==> src/rtl/wptr_full_burst_if.sv <==
// Write-side bus of the burst write-pointer block: request, read-pointer input and status.
// WPTR_OVF_CLR_EN adds the overflow_clr request line.
interface wptr_full_burst_if #(
    parameter int unsigned ADDR_WIDTH = 4,
    parameter int unsigned MAX_BURST  = 4
);
    localparam int unsigned NUM_W = $clog2(MAX_BURST + 1);

    logic                  winc;
    logic [NUM_W-1:0]      wnum;
    logic [ADDR_WIDTH:0]   rptr_sync;
    logic                  wack;
    logic [ADDR_WIDTH-1:0] waddr;
    logic [ADDR_WIDTH:0]   wptr;
    logic [ADDR_WIDTH:0]   wfill;
    logic                  full;
    logic                  almost_full;
    logic                  overflow;
    logic                  wen_c;
`ifdef WPTR_OVF_CLR_EN
    logic                  overflow_clr;

    modport master (
        output winc, wnum, rptr_sync, overflow_clr,
        input  wack, waddr, wptr, wfill, full, almost_full, overflow, wen_c
    );
    modport slave (
        input  winc, wnum, rptr_sync, overflow_clr,
        output wack, waddr, wptr, wfill, full, almost_full, overflow, wen_c
    );
`else
    modport master (
        output winc, wnum, rptr_sync,
        input  wack, waddr, wptr, wfill, full, almost_full, overflow, wen_c
    );
    modport slave (
        input  winc, wnum, rptr_sync,
        output wack, waddr, wptr, wfill, full, almost_full, overflow, wen_c
    );
`endif
endinterface

==> src/rtl/wptr_full_burst.sv <==
// Write-domain pointer/flag generator for a gray-pointer dual-clock FIFO, accepting 1..MAX_BURST words per request.
// Optional macro WPTR_OVF_CLR_EN adds a synchronous overflow clear.
module wptr_full_burst #(
    parameter int unsigned ADDR_WIDTH   = 4,
    parameter int unsigned MAX_BURST    = 4,
    parameter int unsigned AFULL_MARGIN = 2
) (
    input  logic            wclk,
    input  logic            wrst,
    wptr_full_burst_if.slave bus
);
    localparam int unsigned PW    = ADDR_WIDTH + 1;
    localparam int unsigned NUM_W = $clog2(MAX_BURST + 1);
    localparam int unsigned DEPTH = 2 ** ADDR_WIDTH;
    localparam logic [PW-1:0]    DEPTH_P  = PW'(DEPTH);
    localparam logic [PW-1:0]    MARGIN_P = PW'(AFULL_MARGIN);
    localparam logic [NUM_W-1:0] MAXB_N   = NUM_W'(MAX_BURST);
    localparam logic             AF_RST   = (DEPTH <= AFULL_MARGIN);

    logic [PW-1:0]         r_wbin;
    logic [PW-1:0]         r_wptr;
    logic [ADDR_WIDTH-1:0] r_waddr;
    logic [PW-1:0]         r_wfill;
    logic                  r_full;
    logic                  r_afull;
    logic                  r_wack;
    logic                  r_ovf;

    logic [PW-1:0] w_rbin;
    logic [PW-1:0] w_free;
    logic [PW-1:0] w_num_p;
    logic [PW-1:0] w_wbin_next;
    logic [PW-1:0] w_fill_next;
    logic [PW-1:0] w_space_next;
    logic          w_req;
    logic          w_accept;
    logic          w_reject;
    logic          w_ovf_clr;

`ifdef WPTR_OVF_CLR_EN
    assign w_ovf_clr = bus.overflow_clr;
`else
    assign w_ovf_clr = 1'b0;
`endif

    // Gray to binary: each bit is the XOR of itself and all higher gray bits.
    always_comb begin
        w_rbin = '0;
        for (int i = 0; i < int'(PW); i++) begin
            w_rbin[i] = ^(bus.rptr_sync >> i);
        end
    end

    // Acceptance: all-or-nothing against the pessimistic free count.
    always_comb begin
        w_num_p      = PW'(bus.wnum);
        w_free       = DEPTH_P - (r_wbin - w_rbin);
        w_req        = bus.winc && (bus.wnum != '0);
        w_accept     = w_req && (bus.wnum <= MAXB_N) && (w_num_p <= w_free);
        w_reject     = w_req && !w_accept;
        w_wbin_next  = w_accept ? (r_wbin + w_num_p) : r_wbin;
        w_fill_next  = w_wbin_next - w_rbin;
        w_space_next = DEPTH_P - w_fill_next;
    end

    always_ff @(posedge wclk) begin
        if (wrst) begin
            r_wbin  <= '0;
            r_wptr  <= '0;
            r_waddr <= '0;
            r_wfill <= '0;
            r_full  <= 1'b0;
            r_afull <= AF_RST;
            r_wack  <= 1'b0;
            r_ovf   <= 1'b0;
        end else begin
            r_wbin  <= w_wbin_next;
            r_wptr  <= w_wbin_next ^ (w_wbin_next >> 1);
            r_waddr <= w_wbin_next[ADDR_WIDTH-1:0];
            r_wfill <= w_fill_next;
            r_full  <= (w_fill_next == DEPTH_P);
            r_afull <= (w_space_next <= MARGIN_P);
            r_wack  <= w_accept;
            // A reject in the same cycle as a clear keeps the error visible.
            if (w_reject) begin
                r_ovf <= 1'b1;
            end else if (w_ovf_clr) begin
                r_ovf <= 1'b0;
            end
        end
    end

    assign bus.wack        = r_wack;
    assign bus.waddr       = r_waddr;
    assign bus.wptr        = r_wptr;
    assign bus.wfill       = r_wfill;
    assign bus.full        = r_full;
    assign bus.almost_full = r_afull;
    assign bus.overflow    = r_ovf;
    assign bus.wen_c       = w_accept && !wrst;
endmodule

==> src/flat_wrapper.sv <==
// flat-port wrapper written by rule: the top's interface ports become plain ports
module wptr_full_burst_flat 
#(
    parameter int unsigned ADDR_WIDTH   = 4,
    parameter int unsigned MAX_BURST    = 4,
    parameter int unsigned AFULL_MARGIN = 2
)
  (wclk, wrst, bus_winc, bus_wnum, bus_rptr_sync, bus_wack, bus_waddr, bus_wptr, bus_wfill, bus_full, bus_almost_full, bus_overflow, bus_wen_c);
  wptr_full_burst_if #(.ADDR_WIDTH(ADDR_WIDTH), .MAX_BURST(MAX_BURST)) bus_i ();
  input  logic wclk;
  input  logic wrst;
  input wire logic [$bits(bus_i.winc)-1:0] bus_winc;
  input wire logic [$bits(bus_i.wnum)-1:0] bus_wnum;
  input wire logic [$bits(bus_i.rptr_sync)-1:0] bus_rptr_sync;
  output wire logic [$bits(bus_i.wack)-1:0] bus_wack;
  output wire logic [$bits(bus_i.waddr)-1:0] bus_waddr;
  output wire logic [$bits(bus_i.wptr)-1:0] bus_wptr;
  output wire logic [$bits(bus_i.wfill)-1:0] bus_wfill;
  output wire logic [$bits(bus_i.full)-1:0] bus_full;
  output wire logic [$bits(bus_i.almost_full)-1:0] bus_almost_full;
  output wire logic [$bits(bus_i.overflow)-1:0] bus_overflow;
  output wire logic [$bits(bus_i.wen_c)-1:0] bus_wen_c;
  assign bus_i.winc = bus_winc;
  assign bus_i.wnum = bus_wnum;
  assign bus_i.rptr_sync = bus_rptr_sync;
  assign bus_wack = bus_i.wack;
  assign bus_waddr = bus_i.waddr;
  assign bus_wptr = bus_i.wptr;
  assign bus_wfill = bus_i.wfill;
  assign bus_full = bus_i.full;
  assign bus_almost_full = bus_i.almost_full;
  assign bus_overflow = bus_i.overflow;
  assign bus_wen_c = bus_i.wen_c;
  wptr_full_burst #(.ADDR_WIDTH(ADDR_WIDTH), .MAX_BURST(MAX_BURST), .AFULL_MARGIN(AFULL_MARGIN)) u_core (.wclk(wclk), .wrst(wrst), .bus(bus_i));
endmodule
==> config.mk <==
export PLATFORM = sky130hd
export DESIGN_NAME = wptr_full_burst_flat
export DESIGN_NICKNAME = d
export VERILOG_FILES = /design/src/rtl/wptr_full_burst_if.sv /design/src/rtl/wptr_full_burst.sv /design/src/flat_wrapper.sv
export SDC_FILE = /design/constraint.sdc
export NUM_CORES = 1
export LEC_CHECK = 0
export CAP_MARGIN = 25
export CORE_MARGIN = 2
export CORE_UTILIZATION = 50
export DETAILED_ROUTE_END_ITERATION = 16
export GPL_TIMING_DRIVEN = 1
export PLACE_DENSITY_LB_ADDON = 0.2
export SLEW_MARGIN = 20
export SYNTH_ARGS = -nofsm -noshare
export SYNTH_HDL_FRONTEND = slang
export SYNTH_SLANG_ARGS = --single-unit
==> constraint.sdc <==
create_clock -name wclk -period 14.4 [get_ports wclk]
set_input_delay 2.16 -clock wclk [delete_from_list [all_inputs] [get_ports wclk]]
set_output_delay 2.16 -clock wclk [all_outputs]
set_load 0.02 [all_outputs]
==> results.sh, run 1 <==
export IMPL_gp_congestion=0.891
export IMPL_slew_violations=0
export IMPL_track_usage=0.183
export IMPL_status="finished, final reports clean"
export IMPL_setup_violations=0
export IMPL_max_slew_margin=0.515
export IMPL_wl_met3_um=110
export IMPL_postCtsSetupBuffers=0
export IMPL_seq_area_um2=360
export IMPL_dr_max_layer_used="met4"
export IMPL_yosysTopAreaCell="dfxtp_1"
export IMPL_die_area_um2=3140
export IMPL_seq_area_frac_synth=0.266
export IMPL_final_antenna_net_count=0
export IMPL_netlist_top_cells_count="20 x ha_1, 18 x dfxtp_1, 16 x inv_1"
export IMPL_grt_pass1_wl_um=4620
export IMPL_syn_area_um2=1350
export IMPL_area_growth_pct=25.8
export IMPL_dr_wl_met2_um=1300
export IMPL_rows=18
export IMPL_cts_made_buffers=3
export IMPL_power_total_w=0.000278
export IMPL_wire_per_inst_um=13.0
export IMPL_synth_warnings=0
export IMPL_crit_path_max_fanout=14
export IMPL_fillers=207
export IMPL_fin_nets=207
export IMPL_synth_edf_count=0
export IMPL_root_buffer="clkbuf_4"
export IMPL_clockBufferDepth=2
export IMPL_skew_ps=2.35
export IMPL_met1_length_um=1190
export IMPL_ir_worst_vdd_v=0.000118
export IMPL_worst_slack_ps=5580
export IMPL_synth_area_leaders="dfxtp_1 27%, ha_1 19%, xnor2_1 7.1%"
export IMPL_async_reset_ff_frac=0
export IMPL_cts_resized=0
export IMPL_maxCapViolCount=0
export IMPL_via_count=1063
export IMPL_gr_total_overflow=0
export IMPL_start_util=0.536
export IMPL_worst_slew_pin_slew_ps=725
export IMPL_clkSlewWorstSetupHoldPaths_ps=110
export IMPL_io_buffers=29
export IMPL_required_ps=12240
export IMPL_ys_types=30
export IMPL_drive_above_1_share=0.0523
export IMPL_cellPowerDensity_nw_per_um2=163
export IMPL_synth_cells=142
export IMPL_synth_most_common_cell="ha_1"
export IMPL_ys_flop_type="dfxtp_1"
export IMPL_boundaryPins=30
export IMPL_p_leak_nw=0.771
export IMPL_die_h_um=56.0
export IMPL_wl_um=2640
export IMPL_rrSetupSlack_ps=9180
export IMPL_core_um2=2520
export IMPL_cts_tree="built"
export IMPL_multi_input_area_um2=917
export IMPL_arrival_ps=6660
export IMPL_finalNonFillerCells=202
export IMPL_fin_crit_ps=8820
export IMPL_hpwl_um=2170
export IMPL_rsz0062_at_grt="false"
export IMPL_place_inst=198
export IMPL_clock_fmax_mhz=113
export IMPL_finalHoldViolCount=0
export IMPL_grt_pass1_vias=1070
export IMPL_period_share=0.612
export IMPL_vias_per_cell=5.26
export IMPL_n_antenna_cell=0
export IMPL_antenna_found_initial=0
export IMPL_avgSynthCellArea_um2=9.52
export IMPL_place_ws_ps=5600
export IMPL_grt_start_max_net_pins=22
export IMPL_cts_hold_buffers=0
export IMPL_startpoint_type="input port"
export IMPL_critPathKind="input port to primary output"
export IMPL_cts_max_level=1
export IMPL_first_pass_iters=4
export IMPL_ys_seq_elements=18
export IMPL_cp_end_kind="primary output"
export IMPL_drt_iter0_drc=18
export IMPL_timing_hold_ws_ps=540
export IMPL_clk_latency_ps=300
export IMPL_netlist_area_leader_share=0.266
export IMPL_cts_sinks=18
export IMPL_hp_class="register to register"
export IMPL_syn_nets=176
export IMPL_drt_drc_violations_left=0
export IMPL_die_w_um=56.0
export IMPL_finalSetupTns_ps=0
[final timing paths]
check / from / depth (start not counted) / end
worst max register to register: u_core.bus.waddr[1] / 18 / u_core.bus.almost_full
worst max-delay path: bus_rptr_sync[4] / 15 / bus_wen_c
worst min register to register: u_core.bus.overflow / 2 / u_core.bus.overflow
worst min-delay path: u_core.bus.overflow / 2 / u_core.bus.overflow
[flip-flops by register name (all words and copies together) (netlist names)]
| signal | flops |
|---|---|
| u_core.bus.wfill | 5 |
| u_core.bus.wptr | 5 |
| u_core.bus.waddr | 3 |
| u_core.bus.almost_full | 1 |
| u_core.bus.full | 1 |
| u_core.bus.overflow | 1 |
| u_core.bus.wack | 1 |
| u_core.r_wbin | 1 |
[cell type report]
cell class | instances | share of cell area
repair buffers | 29 | 0.171
well taps | 30 | 0.0221
flip-flops and latches | 18 | 0.212
inverters | 16 | 0.0353
clock buffers | 4 | 0.0213
multi-input cells | 105 | 0.539
[layout by cell type, fill, tap and decap left out, types with 2 or more instances in the layout]
cell,instances
clkdlybuf4s50_1,29
ha_1,20
dfxtp_1,18
inv_1,16
xnor2_1,11
nor2_1,11
xor2_1,9
nor2b_1,8
a21oi_1,7
a211oi_1,6
a21o_1,5
nand2_1,4
o21a_1,3
fa_1,3
clkbuf_4,3
xnor2_2,2
or3_1,2
mux2i_1,2
[kinds of logic (layout without fill, tap and decap cells)]
| family | after synthesis | in the layout | synth area share |
|---|---|---|---|
| AO/OA/AOI/OAI | 26 | 26 | 0.138 |
| XOR/XNOR | 24 | 24 | 0.183 |
| adder cells (fa/ha/maj) | 23 | 23 | 0.229 |
| buffers and inverters | 19 | 49 | 0.0555 |
| flip-flops | 18 | 18 | 0.266 |
| multiplexers | 2 | 2 | 0.0148 |
| AND/OR/NAND/NOR | 30 | 30 | 0.113 |
[routing by layer]
metal / vias up / global-route usage
li1: 543 / -
met5: - / 0
met1: 484 / 0.224
met4: 0 / 0.0714
met2: 32 / 0.319
met3: 4 / 0.0256
[critical path, cell delays in order]
cell             delay (ps)
clkdlybuf4s50_1         540
xor2_1                  290
xnor2_1                 230
xor2_1                  300
inv_1                   130
ha_1                    300
ha_1                    230
fa_1                    480
inv_1                    40
ha_1                    290
o21a_1                  110
o21a_1                  230
a21oi_2                 500
nor2b_1                 190
clkdlybuf4s50_1         620
[per-stage QoR]
| stage | utilization | area (um^2) |
|---|---|---|
| final | 0.675 | 1700 |
| after global routing | 0.675 | 1700 |
| after CTS | 0.675 | 1700 |
| after detailed placement | 0.660 | 1670 |
| after global placement | 0.660 | 1670 |
| after floorplan | - | 1350 |
[power breakdown]
part,internal [W],total (W),switching (W)
clock,0.0000154,0.0000324,0.0000170
sequential,0.0000617,0.0000679,0.00000619
combinational,0.0000851,0.000178,0.0000924
total,0.000162,0.000278,0.000116
Note: power is estimated with default switching activity, not from simulation.
==> run 2: changes to the inputs <==
- CORE_UTILIZATION: 50 -> 45
- clock period: 14.4 -> 8 ns (I/O delays scaled with it)
==> run 2 against run 1 <==
Against the previous run: the flow now finishes with violations (design-rule violations); worst setup slack worse by 4500 ps; utilization is 6.8 points lower; global-route usage is 1.2 points lower; sequential share of layout area hardly changed; power is 79% higher; sequential cell count stayed put; register-to-register slack worse by 6300 ps; critical endpoint is now u_core.bus.almost_full; largest cell class unchanged.
==> results.sh, run 2 (same netlist as run 1, synthesis figures left out) <==
export IMPL_status="complete, but fails checks"
export IMPL_violations="design-rule violations"
export IMPL_via_count=1051
export IMPL_fin_crit_ps=6960
export IMPL_worst_slack_ps=1040
export IMPL_power_share_combinational=0.638
export IMPL_maxCapViolCount=0
export IMPL_boundaryPins=30
export IMPL_root_buffer="clkbuf_4"
export IMPL_finalHoldViolCount=0
export IMPL_swShare=0.414
export IMPL_p_leak_nw=0.771
export IMPL_slew_violations=0
export IMPL_layout_commonest_cell="clkdlybuf4s50_1"
export IMPL_cts_tree="built"
export IMPL_hpwl_um=2050
export IMPL_power_total_w=0.000497
export IMPL_fin_nets=207
export IMPL_timing_hold_ws_ps=537
export IMPL_arrival_ps=7150
export IMPL_finalSetupTns_ps=0
export IMPL_rows=19
export IMPL_core_um2=2810
export IMPL_skew_ps=8.03
export IMPL_holdCritStartpoint="u_core.bus.overflow"
export IMPL_grt_pass1_wl_um=4420
export IMPL_wl_um=2540
export IMPL_setup_violations=0
export IMPL_r2r_start="u_core.bus.waddr[1]"
export IMPL_rsz0062_at_grt="false"
export IMPL_clockBufferDepth=2
export IMPL_final_antenna_net_count=0
export IMPL_power_switching_w=0.000206
export IMPL_gp_congestion=0.785
export IMPL_grt_pass1_vias=1047
export IMPL_track_usage=0.170
export IMPL_n_antenna_cell=0
export IMPL_final_cell_mix="29 x clkdlybuf4s50_1, 20 x ha_1, 18 x dfxtp_1"
export IMPL_drt_drc_violations_left=2
export IMPL_fillers=252
export IMPL_die_area_um2=3460
export IMPL_ir_worst_vdd_v=0.000169
export IMPL_cellPowerDensity_nw_per_um2=292
export IMPL_startpoint_type="input port"
export IMPL_max_slew_margin=0.507
export IMPL_clk_latency_ps=310
export IMPL_hp_class="register to register"
export IMPL_die_h_um=58.8
export IMPL_grt_start_max_net_pins=22
export IMPL_pwr_share_clk=0.118
export IMPL_p_int_w=0.000291
export IMPL_crit_path_max_fanout=14
export IMPL_vias_per_cell=5.18
export IMPL_wire_per_inst_um=12.5
export IMPL_io_buffers=29
export IMPL_required_ps=8190
export IMPL_startpoint="bus_rptr_sync[4]"
export IMPL_critPathKind="input port to register"
export IMPL_cts_max_level=1
export IMPL_die_w_um=58.8
export IMPL_drt_iter0_drc=26
export IMPL_cts_made_buffers=3
export IMPL_worst_slew_pin_slew_ps=737
export IMPL_drive_above_1_share=0.0523
export IMPL_period_share=0.870
export IMPL_antenna_found_initial=0
export IMPL_gr_total_overflow=0
export IMPL_place_ws_ps=723
export IMPL_cts_resized=0
export IMPL_cp_end_kind="register"
export IMPL_clock_fmax_mhz=144
export IMPL_area_growth_pct=25.9
export IMPL_cts_sinks=18
export IMPL_clkSlewWorstSetupHoldPaths_ps=110
export IMPL_seq_power_share=0.244
export IMPL_postCtsSetupBuffers=0
export IMPL_start_util=0.482
export IMPL_first_pass_iters=10
export IMPL_cts_hold_buffers=0
run 2: cell counts in the layout (fill, tap and decap cells not counted):
Identical to the previous run, type by type.
run 2: stage by stage:
stage | util | cells | instance area [um^2]
floorplan | - | 142 | 1350
global placement | 0.594 | 199 | 1670
detailed placement | 0.594 | 199 | 1670
CTS | 0.607 | 203 | 1700
global route | 0.607 | 203 | 1700
finish | 0.607 | 203 | 1700
run 2: worst max-delay path, cell delays in order:
cell and delay (ps):
clkdlybuf4s50_1 540, xor2_1 330, xnor2_1 250, xor2_1 300, inv_1 130, ha_1 300
ha_1 230, fa_1 480, inv_1 50, ha_1 280, o21a_1 110, o21a_1 230
a21oi_2 500, mux2i_1 350, ha_1 240, fa_1 220, inv_1 50, a21o_1 170
a21oi_1 180, xnor2_1 110, xnor2_1 260, ha_1 270, a2111oi_0 350
run 2: power by group through the flow:
stage	clock (W)	combinational (W)	sequential, W
3_3_place_gp	0	0.000308	0.000124
4_1_cts	0.0000608	0.000320	0.000122
6_report	0.0000588	0.000317	0.000121
3_5_place_dp	0	0.000318	0.000124
2_1_floorplan	0	0.000204	0.000150
5_1_grt	0.0000640	0.000362	0.000124
run 2: cell type report:
type | count | area (um^2) | share of cell area
well taps | 31 | 38.8 | 0.0228
repair buffers | 29 | 290 | 0.170
clock buffers | 4 | 36.3 | 0.0213
inverters | 16 | 60.1 | 0.0353
multi-input cells | 105 | 917 | 0.539
flip-flops and latches | 18 | 360 | 0.212
run 2: path summary, 6_finish.rpt:
check	to	slack, ps	cells past startpoint
setup / recovery	u_core.bus.almost_full	1040	23
hold / removal	u_core.bus.overflow	540	2
setup reg to reg	u_core.bus.almost_full	2840	19
hold reg to reg	u_core.bus.overflow	540	2
run 2: layer usage:
| metal | global-route usage | share of wire | vias to the layer above |
|---|---|---|---|
| li1 | - | - | 539 |
| met1 | 0.204 | 0.45 | 488 |
| met2 | 0.290 | 0.49 | 20 |
| met3 | 0.0374 | 0.042 | 4 |
| met4 | 0.0779 | 0.015 | 0 |
| met5 | 0 | 0 | - |
